$ cat src/rtl/mic_level_meter.sv
// Peak-hold mic level meter: per WINDOW samples, peak above MIDPOINT -> 0..16 level with one-step decay.
// Latency: raw_level 1 cycle, level/tester/level_valid 2 cycles after last window sample; samples outside ACCUM are dropped.
module mic_level_meter #(
    parameter int unsigned WINDOW   = 4000,
    parameter int unsigned MIDPOINT = 2048
) (
    input  logic        clock,
    input  logic        reset_n,
    input  logic        sample_valid,
    input  logic [11:0] sample,
    input  logic        hold,
    output logic [15:0] tester,
    output logic [4:0]  level,
    output logic [4:0]  raw_level,
    output logic        level_valid
);

    localparam logic [15:0] WIN = 16'(WINDOW);
    localparam logic [11:0] MID = 12'(MIDPOINT);

    typedef enum logic [1:0] {
        ACCUM,
        COMPUTE,
        UPDATE
    } state_t;

    state_t      state_q, state_d;
    logic [11:0] peak_q, peak_d;
    logic [15:0] count_q, count_d;
    logic [4:0]  raw_q, raw_d;
    logic [4:0]  level_q, level_d;
    logic [15:0] tester_q, tester_d;
    logic        vld_q, vld_d;
    logic [11:0] amp;
    logic [5:0]  quant;

    function automatic logic [15:0] therm(input logic [4:0] k);
        therm = 16'((17'd1 << k) - 17'd1);
    endfunction

    always_comb begin
        state_d  = state_q;
        peak_d   = peak_q;
        count_d  = count_q;
        raw_d    = raw_q;
        level_d  = level_q;
        tester_d = tester_q;
        vld_d    = 1'b0;
        amp      = '0;
        quant    = '0;
        case (state_q)
            ACCUM: begin
                if (sample_valid) begin
                    if (sample > peak_q) peak_d = sample;
                    count_d = count_q + 16'd1;
                    if (count_d == WIN) state_d = COMPUTE;
                end
            end
            COMPUTE: begin
                amp   = (peak_q > MID) ? (peak_q - MID) : 12'd0;
                // Ceiling divide by 128; clamp covers a MIDPOINT low enough to allow >16.
                quant = 6'(({1'b0, amp} + 13'd127) >> 7);
                raw_d = (quant > 6'd16) ? 5'd16 : quant[4:0];
                state_d = UPDATE;
            end
            UPDATE: begin
                if (!hold) begin
                    level_d  = (raw_q >= level_q) ? raw_q : level_q - 5'd1;
                    tester_d = therm(level_d);
                    vld_d    = 1'b1;
                end
                peak_d  = '0;
                count_d = '0;
                state_d = ACCUM;
            end
            default: state_d = ACCUM;
        endcase
    end

    always_ff @(posedge clock) begin
        if (!reset_n) begin
            state_q  <= ACCUM;
            peak_q   <= '0;
            count_q  <= '0;
            raw_q    <= '0;
            level_q  <= '0;
            tester_q <= '0;
            vld_q    <= 1'b0;
        end else begin
            state_q  <= state_d;
            peak_q   <= peak_d;
            count_q  <= count_d;
            raw_q    <= raw_d;
            level_q  <= level_d;
            tester_q <= tester_d;
            vld_q    <= vld_d;
        end
    end

    assign tester      = tester_q;
    assign level       = level_q;
    assign raw_level   = raw_q;
    assign level_valid = vld_q;

endmodule

$ cat config.mk
export PLATFORM = sky130hd
export DESIGN_NAME = mic_level_meter
export DESIGN_NICKNAME = d
export VERILOG_FILES = /design/src/rtl/mic_level_meter.sv
export SDC_FILE = /design/constraint.sdc
export NUM_CORES = 1
export LEC_CHECK = 0
export BUFFER_PORTS_ARGS = -buffer_cell sky130_fd_sc_hd__buf_2
export CORE_MARGIN = 2
export CORE_UTILIZATION = 35
export DETAILED_ROUTE_END_ITERATION = 7
export PLACE_DENSITY = 0.56
export SYNTH_ARGS = -nofsm -noshare
export SYNTH_HDL_FRONTEND = slang
export SYNTH_SLANG_ARGS = --single-unit
$ cat constraint.sdc
create_clock -name clock -period 3.6 [get_ports clock]
set_input_delay 0.54 -clock clock [delete_from_list [all_inputs] [get_ports clock]]
set_output_delay 0.54 -clock clock [all_outputs]
set_load 0.1 [all_outputs]
Yosys cells after proc, flatten, opt, wreduce, memory -nomap -nowiden
Cells that the tools add are included.
- equality and inequality tests: 6
- bitwise gates (word level): 1
- shifts and indexed selects: 1
- reductions and logical operators: 7
- $lt $le $gt $ge: 4
- muxes and demuxes: 12
- add/subtract/negate cells: 5
- operators with widths (cell ; number):
    2-to-1 mux 12 bit ; 3
    one-hot mux 16 bit (2 select lines) ; 1
    one-hot mux 12 bit (2 select lines) ; 1
    adder 16 x 1 -> 16 bit (second input constant) ; 1
    equality test 16 x 12 -> 1 bit (second input constant) ; 1
    2-to-1 mux 16 bit ; 1
    << shifter 1 x 5 -> 16 bit (first input constant) ; 1
    subtractor 16 x 1 -> 16 bit (second input constant) ; 1
    adder 12 x 7 -> 13 bit (second input constant) ; 1
    greater-than comparator 12 bit ; 1
    greater-than comparator 12 bit (second input constant) ; 1
    subtractor 12 bit (second input constant) ; 1
    2-to-1 mux 5 bit ; 2
    AND reduction 2 bit ; 4
    greater-than comparator 6 x 5 -> 1 bit (second input constant) ; 1
    != test 2 bit (second input constant) ; 3
    greater-or-equal comparator 5 bit ; 1
    subtractor 5 x 1 -> 5 bit (second input constant) ; 1
    2-to-1 mux 2 bit ; 2
    one-hot mux 2 bit (2 select lines) ; 1
    AND reduction 3 bit ; 1
    equality test 2 x 1 -> 1 bit (second input constant) ; 1
    equality test 2 bit (second input constant) ; 1
    zero test 2 bit ; 1
    other kinds (3) ; 3
- bits of input ports: 16
- output and inout port bits: 27
- register bits after elaboration: 57
- word-level logic and storage cells: 43

Depth between registers and ports, before layout
- word-level depth: 5
- gate-level depth with buffers: 16
- depth with buffers taken out: 14

Worst setup path after synthesis
No wires, ideal clock.
- path kind: register -> register
- start: register level_q[2], in the netlist level[2]
- end: register tester_q[4], in the netlist tester[4]
- path slack: -0.427 ns
- path buffers: 1
- stages on the path, launching flop included: 14
- period minus slack after synthesis: 4.027 ns
- arrival: 3.954 ns
- path through: dfxtp_1 > inv_1 > ha_1 > a21o_1 > a31oi_4 > o21a_2 > clkbuf_1 > mux2i_1 > inv_1 > nand3_1 > ha_1 > or4_1 > a2111o_1 > o211ai_2
- longest elaborated chain between the ends: 4
- elaborated cells between the ends (all ways): 5
- those cells by class: 2 x add/sub; 1 x order compare; 1 x shift; 1 x mux
- RTL lines (element ; line ; source):
    start: declaration ; 31 ; logic [4:0] level_q, level_d;
    start signal: assignment ; 94 ; level_q <= level_d;
    subtractor 5 x 1 -> 5 bit or greater-or-equal comparator 5 bit (tied branches) ; 68 ; level_d = (raw_q >= level_q) ? raw_q : level_q - 5'd1;
    2-to-1 mux 5 bit (*) ; 68 ;
    << shifter 1 x 5 -> 16 bit (*) ; 38 ; therm = 16'((17'd1 << k) - 17'd1);
    subtractor 16 x 1 -> 16 bit (*) ; 38 ;
    end signal: assignment ; 95 ; tester_q <= tester_d;
    end: declaration ; 32 ; logic [15:0] tester_q, tester_d;
Every way passes the cells marked *; elsewhere a longest branch is shown, timed or not.
A chain may end at the register's enable or synchronous reset.

Final worst setup path
Same ends and word-level chain as after synthesis.

==> impl_results.md <==
* TritonCTS clock tree: done
* First-pass GRT wire length at 14800 um
* Layout Nets at 505
* Num CTS Buffers at 9
* Initial DRC count at 133
* GP Congestion at 0.881
* Detail Placement HPWL at 6250 um
* Ports at 43
* H-tree depth at 3
* Share of cells above drive strength 1 at 17.9%
* Grt ovf at 0
* EDFF count, synth at 0
* Initial cell density of the core at 36.4%
* Highest Clock Rate at 302 MHz
* Synth area leader: dfxtp_1
* Clock Latency Late Sink at 0.34 ns
* Cell count after synthesis at 434
* Sequential area share after synthesis at 33.8%
* Slew Viols, Final at 0
* Final setup fails at 0
* GR Util met3 at 5.34%
* Worst path cell trace: inv_1, ha_1, a21o_1, a31oi_4, o21a_2, o21a_1, nor3_1, inv_1, ha_1, or4_1, a2111o_1, o211ai_2
* Status: finished, final reports clean
* Post-DRT Antenna Nets at 0
* Largest net degree at the start of global routing at 33
* Fillcell total at 1000
* Async S/R FF share, synth at 0%
* Lkg Pwr at 1.55 nW
* Clk slew on worst S/H paths at 0.07 ns
* Worst hold path class: in2reg
* GRT Max-Usage Layer: met2
* Startpoint class of the critical path: flop
* CP max FO at 14
* P&R area growth vs syn at 16.1%
* Gr usage total at 18.1%
* Clock power share at 43.3%
* Pwr/cell area at 344 mW/mm^2
* Period minus WS final at 3.31 ns
* Met1 Track Usage GR at 23.1%
* Max Buffers Root-to-Sink at 2
* Mapped Area at 0.00338 sq mm
* Synth cell count leaders: dfxtp_1 (57), nor2_1 (54), a21oi_1 (36)
* Top-count cell post-synth: dfxtp_1
* Drt pass-1 iters at 5
* CP max-delay cell: or4_1
* Die height at 102 um
* Synth Flop Type: dfxtp_1
* Wire per inst at 14.4 um
* Int Power at 1.01 mW
* Slowest Stage Delay on Critical Path at 0.53 ns
* Maximum vdd ir drop at 0.157 mV
* WL final at 8690 um
* DR vias/cell at 5.39
* DRC at 0
* Mean Syn Cell Area at 7.78 sq um
* Via count at 3252
* Synth area leaders: dfxtp_1 (34%), ha_1 (7.4%), nor2_1 (6.0%)
* Post-CTS sizing at 0
* Initial antenna violation count at 0
* Combinational share of power at 8.6%
* Count of warnings emitted by yosys at 0
* Period utilisation layout at 92.0%
* CTS Hold Bufs at 0
* Post-Syn Nets at 470
* CP endpoint kind: flop
* Total die area at 0.0105 sq mm
* PortBufs at 42
* Seq pwr share at 48.1%
* Worst Setup Slack post-DPL at 0.324 ns
* Final hold viol count at 0
* Clk_skew at 0.00664 ns
* Setup_tns at 0 ns
* Grt met2 use at 29.2%
* Root buffer cell: clkbuf_8
* Post-synth top area share at 33.8%
* Worst Path Arrival at 3.58 ns
* Core area at 0.00928 sq mm
* Net Sw Power at 334 uW
* CTS sink cnt at 57
* Critical Path RT at 3.87 ns
* Rel. slew slack at 49.3%
* Antenna cells at 0
* Die span in x at 102 um
* Number of global-route vias before repair at 3061
* Switching Fraction at 24.8%
* Inst Count DP at 587
* Distinct cells, synth at 47
* Crit path kind: reg2reg
* Worst-margin pin slew at 0.758 ns
* Non-filler cells, final at 603
* Worst Setup Slack, final at 0.286 ns
* Unrepaired setup endpoints after global routing: false
* Max-cap violations at 0
* Hold_ws at 0.437 ns
* Synth Register Bits at 57
* # Post-CTS Setup Buffers at 0
* Row Count at 35
==> per-stage QoR <==
| stage | instance area, sq um | util [%] | power (mW) |
|---|---|---|---|
| after floorplan | 3390 | - | 0.740 |
| after global placement | 3730 | 40.1 | 0.777 |
| after detailed placement | 3730 | 40.1 | 0.778 |
| after CTS | 3920 | 42.2 | 1.37 |
| after global routing | 3920 | 42.2 | 1.42 |
| final | 3920 | 42.2 | 1.35 |
==> power groups by stage <==
| stage | logic [mW] | clock network [mW] | registers (mW) |
|---|---|---|---|
| after floorplan | 0.0794 | 0 | 0.661 |
| after global placement | 0.115 | 0 | 0.662 |
| after detailed placement | 0.115 | 0 | 0.663 |
| after CTS | 0.116 | 0.605 | 0.648 |
| after global routing | 0.135 | 0.632 | 0.650 |
| final | 0.116 | 0.584 | 0.648 |
==> layout by cell type, fill, tap and decap left out, types with 2 or more instances in the layout <==
| master | Yosys | routed |
|---|---|---|
| clkbuf_8 | 0 | 11 |
| buf_4 | 0 | 6 |
| or2_2 | 3 | 3 |
| a211oi_1 | 9 | 9 |
| clkbuf_1 | 24 | 2 |
| nand2b_1 | 5 | 5 |
| o211ai_1 | 3 | 3 |
| o31ai_1 | 14 | 14 |
| o221a_2 | 3 | 3 |
| nor3b_1 | 4 | 4 |
| dfxtp_4 | 0 | 2 |
| o21ai_0 | 16 | 16 |
| a22oi_1 | 2 | 2 |
| dfxtp_2 | 0 | 7 |
| xor2_1 | 3 | 3 |
| a41oi_1 | 5 | 5 |
| and2_1 | 3 | 3 |
| nor2_1 | 54 | 54 |
| nand4_1 | 4 | 4 |
| inv_1 | 29 | 29 |
| clkinv_2 | 0 | 2 |
| mux2i_1 | 9 | 9 |
| xnor2_1 | 7 | 7 |
| mux2_2 | 2 | 2 |
| a31oi_1 | 8 | 8 |
| nand2_1 | 35 | 35 |
| a21oi_1 | 36 | 36 |
| nand3_1 | 27 | 27 |
| and3_1 | 6 | 6 |
| ha_1 | 20 | 20 |
| nor4_1 | 6 | 6 |
| dfxtp_1 | 57 | 48 |
| or3_1 | 3 | 3 |
| buf_2 | 0 | 42 |
| a311oi_1 | 5 | 4 |
| nor3_1 | 12 | 12 |
| or4_1 | 4 | 4 |
==> per-layer routing <==
layer	part of all wire [%]	wire, um
met4	1.5	128
met1	46	4000
met3	6.4	554
met5	0	0
met2	46	4000
==> kinds of logic (layout without fill, tap and decap cells) <==
family | count (synthesis) | after routing | share of synthesized area, %
simple gates | 166 | 166 | 23.0
compound gates | 116 | 116 | 23.6
flops | 57 | 57 | 33.8
buf+inv | 53 | 93 | 5.89
fa+ha+maj | 20 | 20 | 7.41
mux | 12 | 12 | 3.74
xor+xnor | 10 | 10 | 2.59
==> registers in the layout, indices dropped and copies added, names as in the netlist <==
name and flops:
raw_level 5, level_valid 1, tester 16, count_q 16, peak_q 12, level 5
state_q 2
==> worst paths after layout <==
kind                            startpoint    endpoint  slack (ns)  depth (start not counted)
worst max register to register    level[2]   tester[4]        0.29                         12
worst min register to register  tester[15]  tester[15]        0.45                          2
worst max-delay path              level[2]   tester[4]        0.29                         12
worst min-delay path             sample[9]   peak_q[9]        0.44                          3
==> cell type report <==
type,instances,area (sq um),area share [%]
Multi-Input combinational cell,324,2040,52.1
Sequential cell,57,1160,29.5
Timing Repair Buffer,48,255,6.51
Clock buffer,14,184,4.69
Tap cell,129,161,4.12
Inverter,29,109,2.78
Clock inverter,2,10.0,0.255
==> worst max-delay path, delay by kind of cell, from the launching register on <==
kind,cells,cell delay (ns)
buffers and inverters,2,0.14
adders and majority gates,2,0.52
and+or+nand+nor,2,0.81
AOI/OAI and AO/OA,6,1.38
DFF,1,0.38
Note: power is estimated with default switching activity, not from simulation.
